<file path="src/rtl/conv_window_ctrl_pkg.sv">
// Shared types and constants for the convolution line-buffer controller:
// FSM encodings, kernel default and the tap ordering the MAC stage also uses.
package conv_window_ctrl_pkg;

    localparam int KERNEL_DEF = 3;

    // Tap t = r*KERNEL + c; the MAC stage unpacks taps in the same order.
    localparam bit TAP_ROW_MAJOR = 1'b1;

    localparam int DRAIN_CYCLES = 2;

    typedef enum logic [1:0] {
        ST_IDLE  = 2'd0,
        ST_FILL  = 2'd1,
        ST_RUN   = 2'd2,
        ST_DRAIN = 2'd3
    } state_t;

    // Distance back from the bottom-right tap to tap (r,c) in raster order.
    function automatic int tap_offset(input int r, input int c, input int k, input int w);
        return (k - 1 - r) * w + (k - 1 - c);
    endfunction

endpackage

</file>
<file path="src/rtl/conv_window_ctrl_ring_addr_sub.sv">
// Combinational (a - b) mod RAM_DEPTH for one window tap; both operands
// must already be below RAM_DEPTH, so a single conditional add suffices.
module ring_addr_sub #(
    parameter int ADDR_WIDTH = 6,
    parameter int RAM_DEPTH  = 21
) (
    input  logic [ADDR_WIDTH-1:0] a,
    input  logic [ADDR_WIDTH-1:0] b,
    output logic [ADDR_WIDTH-1:0] y
);

    logic [ADDR_WIDTH:0]   diff;
    logic [ADDR_WIDTH-1:0] wrapped;

    always_comb begin
        diff    = {1'b0, a} - {1'b0, b};
        wrapped = diff[ADDR_WIDTH-1:0] + ADDR_WIDTH'(RAM_DEPTH);
        y       = diff[ADDR_WIDTH] ? wrapped : diff[ADDR_WIDTH-1:0];
    end

endmodule

</file>
<file path="src/rtl/conv_window_ctrl.sv">
// Line-buffer write/read-address controller for the KxK convolution window.
// Define CONV_STRIDE2_EN to issue windows only on even offsets (stride 2).
module conv_window_ctrl
    import conv_window_ctrl_pkg::*;
#(
    parameter int IMG_WIDTH  = 9,
    parameter int IMG_HEIGHT = 9,
    parameter int KERNEL     = KERNEL_DEF,
    parameter int DATA_WIDTH = 8,
    parameter int ADDR_WIDTH = 6,
    parameter int RAM_DEPTH  = 21
) (
    input  logic                                i_clk,
    input  logic                                i_rst_n,
    input  logic                                i_valid,
    input  logic [DATA_WIDTH-1:0]               i_data,
    output logic                                o_ready,
    output logic                                o_wr_en,
    output logic [ADDR_WIDTH-1:0]               o_w_addrs,
    output logic [DATA_WIDTH-1:0]               o_w_data,
    output logic [ADDR_WIDTH*KERNEL*KERNEL-1:0] o_r_addrs,
    output logic                                o_win_valid,
    output logic                                o_frame_done
);

    localparam int TAPS   = KERNEL * KERNEL;
    localparam int CW     = (IMG_WIDTH > 1) ? $clog2(IMG_WIDTH) : 1;
    localparam int RW     = (IMG_HEIGHT > 1) ? $clog2(IMG_HEIGHT) : 1;
    localparam int STAGES = 2;

    localparam logic [CW-1:0]         COL_LAST  = CW'(IMG_WIDTH - 1);
    localparam logic [CW-1:0]         COL_K     = CW'(KERNEL - 1);
    localparam logic [RW-1:0]         ROW_LAST  = RW'(IMG_HEIGHT - 1);
    localparam logic [RW-1:0]         ROW_K     = RW'(KERNEL - 1);
    localparam logic [ADDR_WIDTH-1:0] WPTR_LAST = ADDR_WIDTH'(RAM_DEPTH - 1);

    if (RAM_DEPTH != (KERNEL - 1) * IMG_WIDTH + KERNEL) begin : g_bad_depth
        $error("RAM_DEPTH must equal (KERNEL-1)*IMG_WIDTH+KERNEL");
    end

    state_t                              state;
    logic [ADDR_WIDTH-1:0]               wptr;
    logic [CW-1:0]                       col;
    logic [RW-1:0]                       row;
    logic [1:0]                          drain_cnt;
    logic                                done_pend;
    logic                                accept;
    logic                                win_now;
    logic                                at_fill_end;
    logic                                at_frame_end;
    logic [STAGES:0]                     vld_pipe;
    logic [TAPS-1:0][ADDR_WIDTH-1:0]     tap_addr;
    logic [TAPS-1:0][ADDR_WIDTH-1:0]     r_addrs_q;

    assign accept       = i_valid && o_ready;
    assign at_fill_end  = (row == ROW_K) && (col == COL_K);
    assign at_frame_end = (row == ROW_LAST) && (col == COL_LAST);

`ifdef CONV_STRIDE2_EN
    // Even distance from the first window position on both axes.
    assign win_now = accept && (row >= ROW_K) && (col >= COL_K) &&
                     (row[0] == ROW_K[0]) && (col[0] == COL_K[0]);
`else
    assign win_now = accept && (row >= ROW_K) && (col >= COL_K);
`endif

    always_ff @(posedge i_clk or negedge i_rst_n) begin
        if (!i_rst_n) begin
            state        <= ST_IDLE;
            o_ready      <= 1'b0;
            o_wr_en      <= 1'b0;
            o_w_addrs    <= '0;
            o_w_data     <= '0;
            o_frame_done <= 1'b0;
            wptr         <= '0;
            col          <= '0;
            row          <= '0;
            drain_cnt    <= '0;
            done_pend    <= 1'b0;
        end else begin
            o_wr_en      <= accept;
            o_frame_done <= done_pend;
            done_pend    <= 1'b0;
            if (accept) begin
                o_w_addrs <= wptr;
                o_w_data  <= i_data;
                wptr      <= (wptr == WPTR_LAST) ? '0 : wptr + ADDR_WIDTH'(1);
                if (col == COL_LAST) begin
                    col <= '0;
                    row <= (row == ROW_LAST) ? '0 : row + RW'(1);
                end else begin
                    col <= col + CW'(1);
                end
            end
            case (state)
                ST_IDLE: begin
                    o_ready <= 1'b1;
                    if (accept) state <= ST_FILL;
                end
                ST_FILL: begin
                    o_ready <= 1'b1;
                    if (accept && at_fill_end) state <= ST_RUN;
                end
                ST_RUN: begin
                    o_ready <= 1'b1;
                    if (accept && at_frame_end) begin
                        state     <= ST_DRAIN;
                        o_ready   <= 1'b0;
                        drain_cnt <= '0;
                    end
                end
                ST_DRAIN: begin
                    // Done pulse lands one cycle after the last window strobe.
                    if (drain_cnt == 2'(DRAIN_CYCLES - 1)) begin
                        state     <= ST_IDLE;
                        o_ready   <= 1'b1;
                        wptr      <= '0;
                        col       <= '0;
                        row       <= '0;
                        done_pend <= 1'b1;
                    end else begin
                        o_ready   <= 1'b0;
                        drain_cnt <= drain_cnt + 2'd1;
                    end
                end
                default: state <= ST_IDLE;
            endcase
        end
    end

    // Taps derive from the address just written; the oldest tap may alias
    // the next write, which the read-first BRAM resolves to the old pixel.
    for (genvar t = 0; t < TAPS; t++) begin : g_tap
        localparam int TR = TAP_ROW_MAJOR ? t / KERNEL : t % KERNEL;
        localparam int TC = TAP_ROW_MAJOR ? t % KERNEL : t / KERNEL;
        localparam logic [ADDR_WIDTH-1:0] OFF =
            ADDR_WIDTH'(tap_offset(TR, TC, KERNEL, IMG_WIDTH));
        ring_addr_sub #(
            .ADDR_WIDTH (ADDR_WIDTH),
            .RAM_DEPTH  (RAM_DEPTH)
        ) u_ring (
            .a (o_w_addrs),
            .b (OFF),
            .y (tap_addr[t])
        );
    end

    always_ff @(posedge i_clk or negedge i_rst_n) begin
        if (!i_rst_n) begin
            vld_pipe  <= '0;
            r_addrs_q <= '0;
        end else begin
            vld_pipe <= {vld_pipe[STAGES-1:0], win_now};
            if (vld_pipe[0]) r_addrs_q <= tap_addr;
        end
    end

    assign o_r_addrs   = r_addrs_q;
    assign o_win_valid = vld_pipe[STAGES];

endmodule

</file>
<file path="config.mk">
export PLATFORM = sky130hd
export DESIGN_NAME = conv_window_ctrl
export DESIGN_NICKNAME = d
export VERILOG_FILES = /design/src/rtl/conv_window_ctrl_pkg.sv /design/src/rtl/conv_window_ctrl_ring_addr_sub.sv /design/src/rtl/conv_window_ctrl.sv
export SDC_FILE = /design/constraint.sdc
export NUM_CORES = 1
export LEC_CHECK = 0
export CELL_PAD_IN_SITES_DETAIL_PLACEMENT = 1
export CELL_PAD_IN_SITES_GLOBAL_PLACEMENT = 1
export CORE_MARGIN = 5
export CORE_UTILIZATION = 45
export CTS_CLUSTER_DIAMETER = 40
export DETAILED_ROUTE_END_ITERATION = 10
export GPL_ROUTABILITY_DRIVEN = 1
export PLACE_DENSITY_LB_ADDON = 0.1
export SLEW_MARGIN = 20
export SYNTH_ARGS = -nofsm -noshare
export SYNTH_HDL_FRONTEND = slang
export SYNTH_SLANG_ARGS = --single-unit
</file>
<file path="constraint.sdc">
create_clock -name i_clk -period 3.65 [get_ports i_clk]
set_input_delay 0.365 -clock i_clk [delete_from_list [all_inputs] [get_ports i_clk]]
set_output_delay 0.365 -clock i_clk [all_outputs]
set_load 0.01 [all_outputs]
</file>
==> reports/qor.csv <==
metric,value,unit
status,"complete, no violations",
p_per_area,1040,nW/µm²
mostFrequentLayoutCell,dfrtp_1,
grt_pass1_wl,23400,µm
fin_nets,636,
ys_async_sr_fraction,1.00,
fin_crit_sh,0.777,
synth_edf_count,0,
antenna_found_initial,0,
crit_required,3.88,ns
vdd_drop_max,506,µV
core,11400,µm²
leakagePower,2.81,nW
endpoint_kind,flip-flop,
dp_hpwl,9950,µm
final_cell_mix,"dfrtp_1 (92), clkdlybuf4s50_1 (81), nand2_1 (64)",
fp.dieW,117,µm
initial_core_util,0.457,
postCtsSetupRepairBufs,0,
n_antenna_cell,0,
tightest_slew,0.877,ns
setup_viol,0,
wl_per_cell,18.4,µm
track_usage,0.208,
fin_util,0.563,
grt_start_max_net_pins,53,
ys_seq_area_frac,0.448,
dpl_worst_slack,0.871,ns
critPathMaxFanout,15,
pwr-share-seq,0.283,
crit_arrival,3.07,ns
cts_root_buf,clkbuf_16,
switching_share,0.423,
cts_tree,done,
power_frac_clock,0.135,
combPwrFrac,0.583,
design_area,6400,µm²
maxCapViolations,0,
first_global_vias,4526,
reg2reg_from,o_w_addrs[3]$_DFFE_PN0P_,
remaining_drc_errors,0,
p_int,3.85,mW
area.growth.synth_to_final,23.3,%
hold_viol,0,
synth_cell_types,58,
syn_area,5190,µm²
clkTransAtPathRegs,0.06,ns
drtIter0Drc,124,
avgViaCountPerCell,5.40,
synthFlopType,dfrtp_1,
clock_latency,0.35,ns
min_period,2.84,ns
postSynthCellCount,521,
cts_made_buffers,9,
rows,39,
layout-drive-gt1-share,0.129,
p_sw,2.83,mW
finalSetupTns,0,ns
hp-start,vld_pipe[1]$_DFF_PN0_,
clockBufferDepth,2,
start_kind,flip-flop,
syn_area_per_cell,9.96,µm²
globalplace.congestion,0.811,
synth_fp_nets,559,
vias,4030,
maxSlewHeadroom,0.415,
drt_pass1_iterations,4,
rsz0062_at_grt,false,
cts.htree.levels,3,
place_area,6100,µm²
die_h,117,µm
fmax,353,MHz
synth_warnings,0,
wl,13700,µm
fin_worst_skew,0.00563,ns
report.final.slew_viol_count,0,
worstSetupStartpoint,o_w_addrs[3]$_DFFE_PN0P_,
num_io_pins,83,
die_area,13800,µm²
cts_sinks,93,
ys_ff_latch,93,
hold_class,reg2reg,
crit_type,reg2reg,
detail-route-antenna-nets,0,
setup_slack,0.815,ns
gr-total-overflow,0,
io_buffer_count,82,
cell usage after synthesis (3+ instances only):
master    number  area (µm²)
dfrtp_1       93        2330
nand2_1       64         240
nor2_1        57         214
xnor2_1       37         324
a21oi_1       36         180
mux2_2        30         338
ha_1          27         338
o21ai_0       23         115
inv_1         19        71.3
buf_2          9        45.0
nor3_1         9        45.0
clkbuf_1       8        30.0
mux2i_1        7        70.1
xor2_1         7        61.3
nand3_1        6        30.0
a31oi_1        5        31.3
clkbuf_8       5        68.8
o211ai_1       5        37.5
and2_1         4        25.0
buf_1          4        15.0
nand2b_1       4        25.0
nor4_1         4        25.0
o221ai_1       4        35.0
and3_1         3        18.8
inv_2          3        11.3
nor2b_1        3        18.8
nor3b_1        3        22.5
o21a_1         3        22.5
metrics by stage:
stage / hold WS [ns] / power (mW) / std cells
2_1_floorplan: 0.0694 / 4.36 / 521
3_3_place_gp: 0.333 / 5.66 / 729
3_5_place_dp: 0.337 / 5.81 / 729
4_1_cts: 0.352 / 6.75 / 746
5_1_grt: 0.358 / 7.21 / 746
6_report: 0.350 / 6.67 / 746
registers in the layout, indices dropped and copies added, names as in the netlist:
signal and count:
o_w_addrs 6, o_frame_done 1, row 4, o_r_addrs 54, o_wr_en 1, done_pend 1, drain_cnt 2, o_w_data 8
state 2, wptr 6, vld_pipe 3, col 4, o_ready 1
power by group through the flow:
stage / combinational (mW) / clock, mW / sequential [mW]
global route: 4.27 / 0.983 / 1.96
global placement: 3.78 / 0 / 1.88
CTS: 3.93 / 0.922 / 1.90
detailed placement: 3.90 / 0 / 1.91
floorplan: 2.42 / 0 / 1.93
finish: 3.89 / 0.900 / 1.89
worst paths after layout:
| kind | depth (start not counted) | to | slack, ns |
|---|---|---|---|
| max | 8 | o_r_addrs[47]$_DFFE_PN0P_ | 0.81 |
| min | 0 | vld_pipe[2]$_DFF_PN0_ | 0.35 |
| max reg2reg | 8 | o_r_addrs[47]$_DFFE_PN0P_ | 0.81 |
| min reg2reg | 0 | vld_pipe[2]$_DFF_PN0_ | 0.35 |
| max in group asynchronous | 3 | o_r_addrs[38]$_DFFE_PN0P_ | 2.38 |
| min in group asynchronous | 2 | vld_pipe[2]$_DFF_PN0_ | 0.50 |
layer usage:
metal	track usage	wire (µm)	up-vias	share of wire
li1	-	-	1914	-
met1	0.249	5820	2011	0.42
met2	0.355	6870	85	0.50
met3	0.0549	708	20	0.052
met4	0.0841	326	0	0.024
met5	0	0	-	0
cells by family (layout without fill, tap and decap cells):
family | Yosys count | count (layout) | share of synthesized area
xor+xnor | 46 | 46 | 0.0805
buf+inv | 52 | 134 | 0.0530
flops | 93 | 93 | 0.448
fa+ha+maj | 27 | 27 | 0.0651
simple gates | 168 | 168 | 0.146
mux | 39 | 39 | 0.0836
compound gates | 96 | 96 | 0.123
what timing repair did:
item | in CTS | in global routing
endpoints found under the hold margin | 30 | 0
hold buffers | 1 | 0
endpoints found under the setup margin | 0 | 0
gates resized for setup | 0 | 0
layout make-up:
type	instances	area, µm²
Clock buffer	11	253
Multi-Input combinational cell	376	2590
Clock inverter	5	35.0
Inverter	23	86.3
Fill cell	1284	4970
Tap cell	143	179
Timing Repair Buffer	95	931
Sequential cell	93	2330
critical path: stages, from the launching register on:
cell,delay (ns)
dfrtp_1,0.70
clkinv_1,0.44
ha_1,0.48
nor4bb_1,0.20
buf_4,0.20
and3_1,0.18
a31oi_2,0.16
xnor2_1,0.09
mux2_4,0.25
No activity file was read; power rests on OpenSTA's default activity.
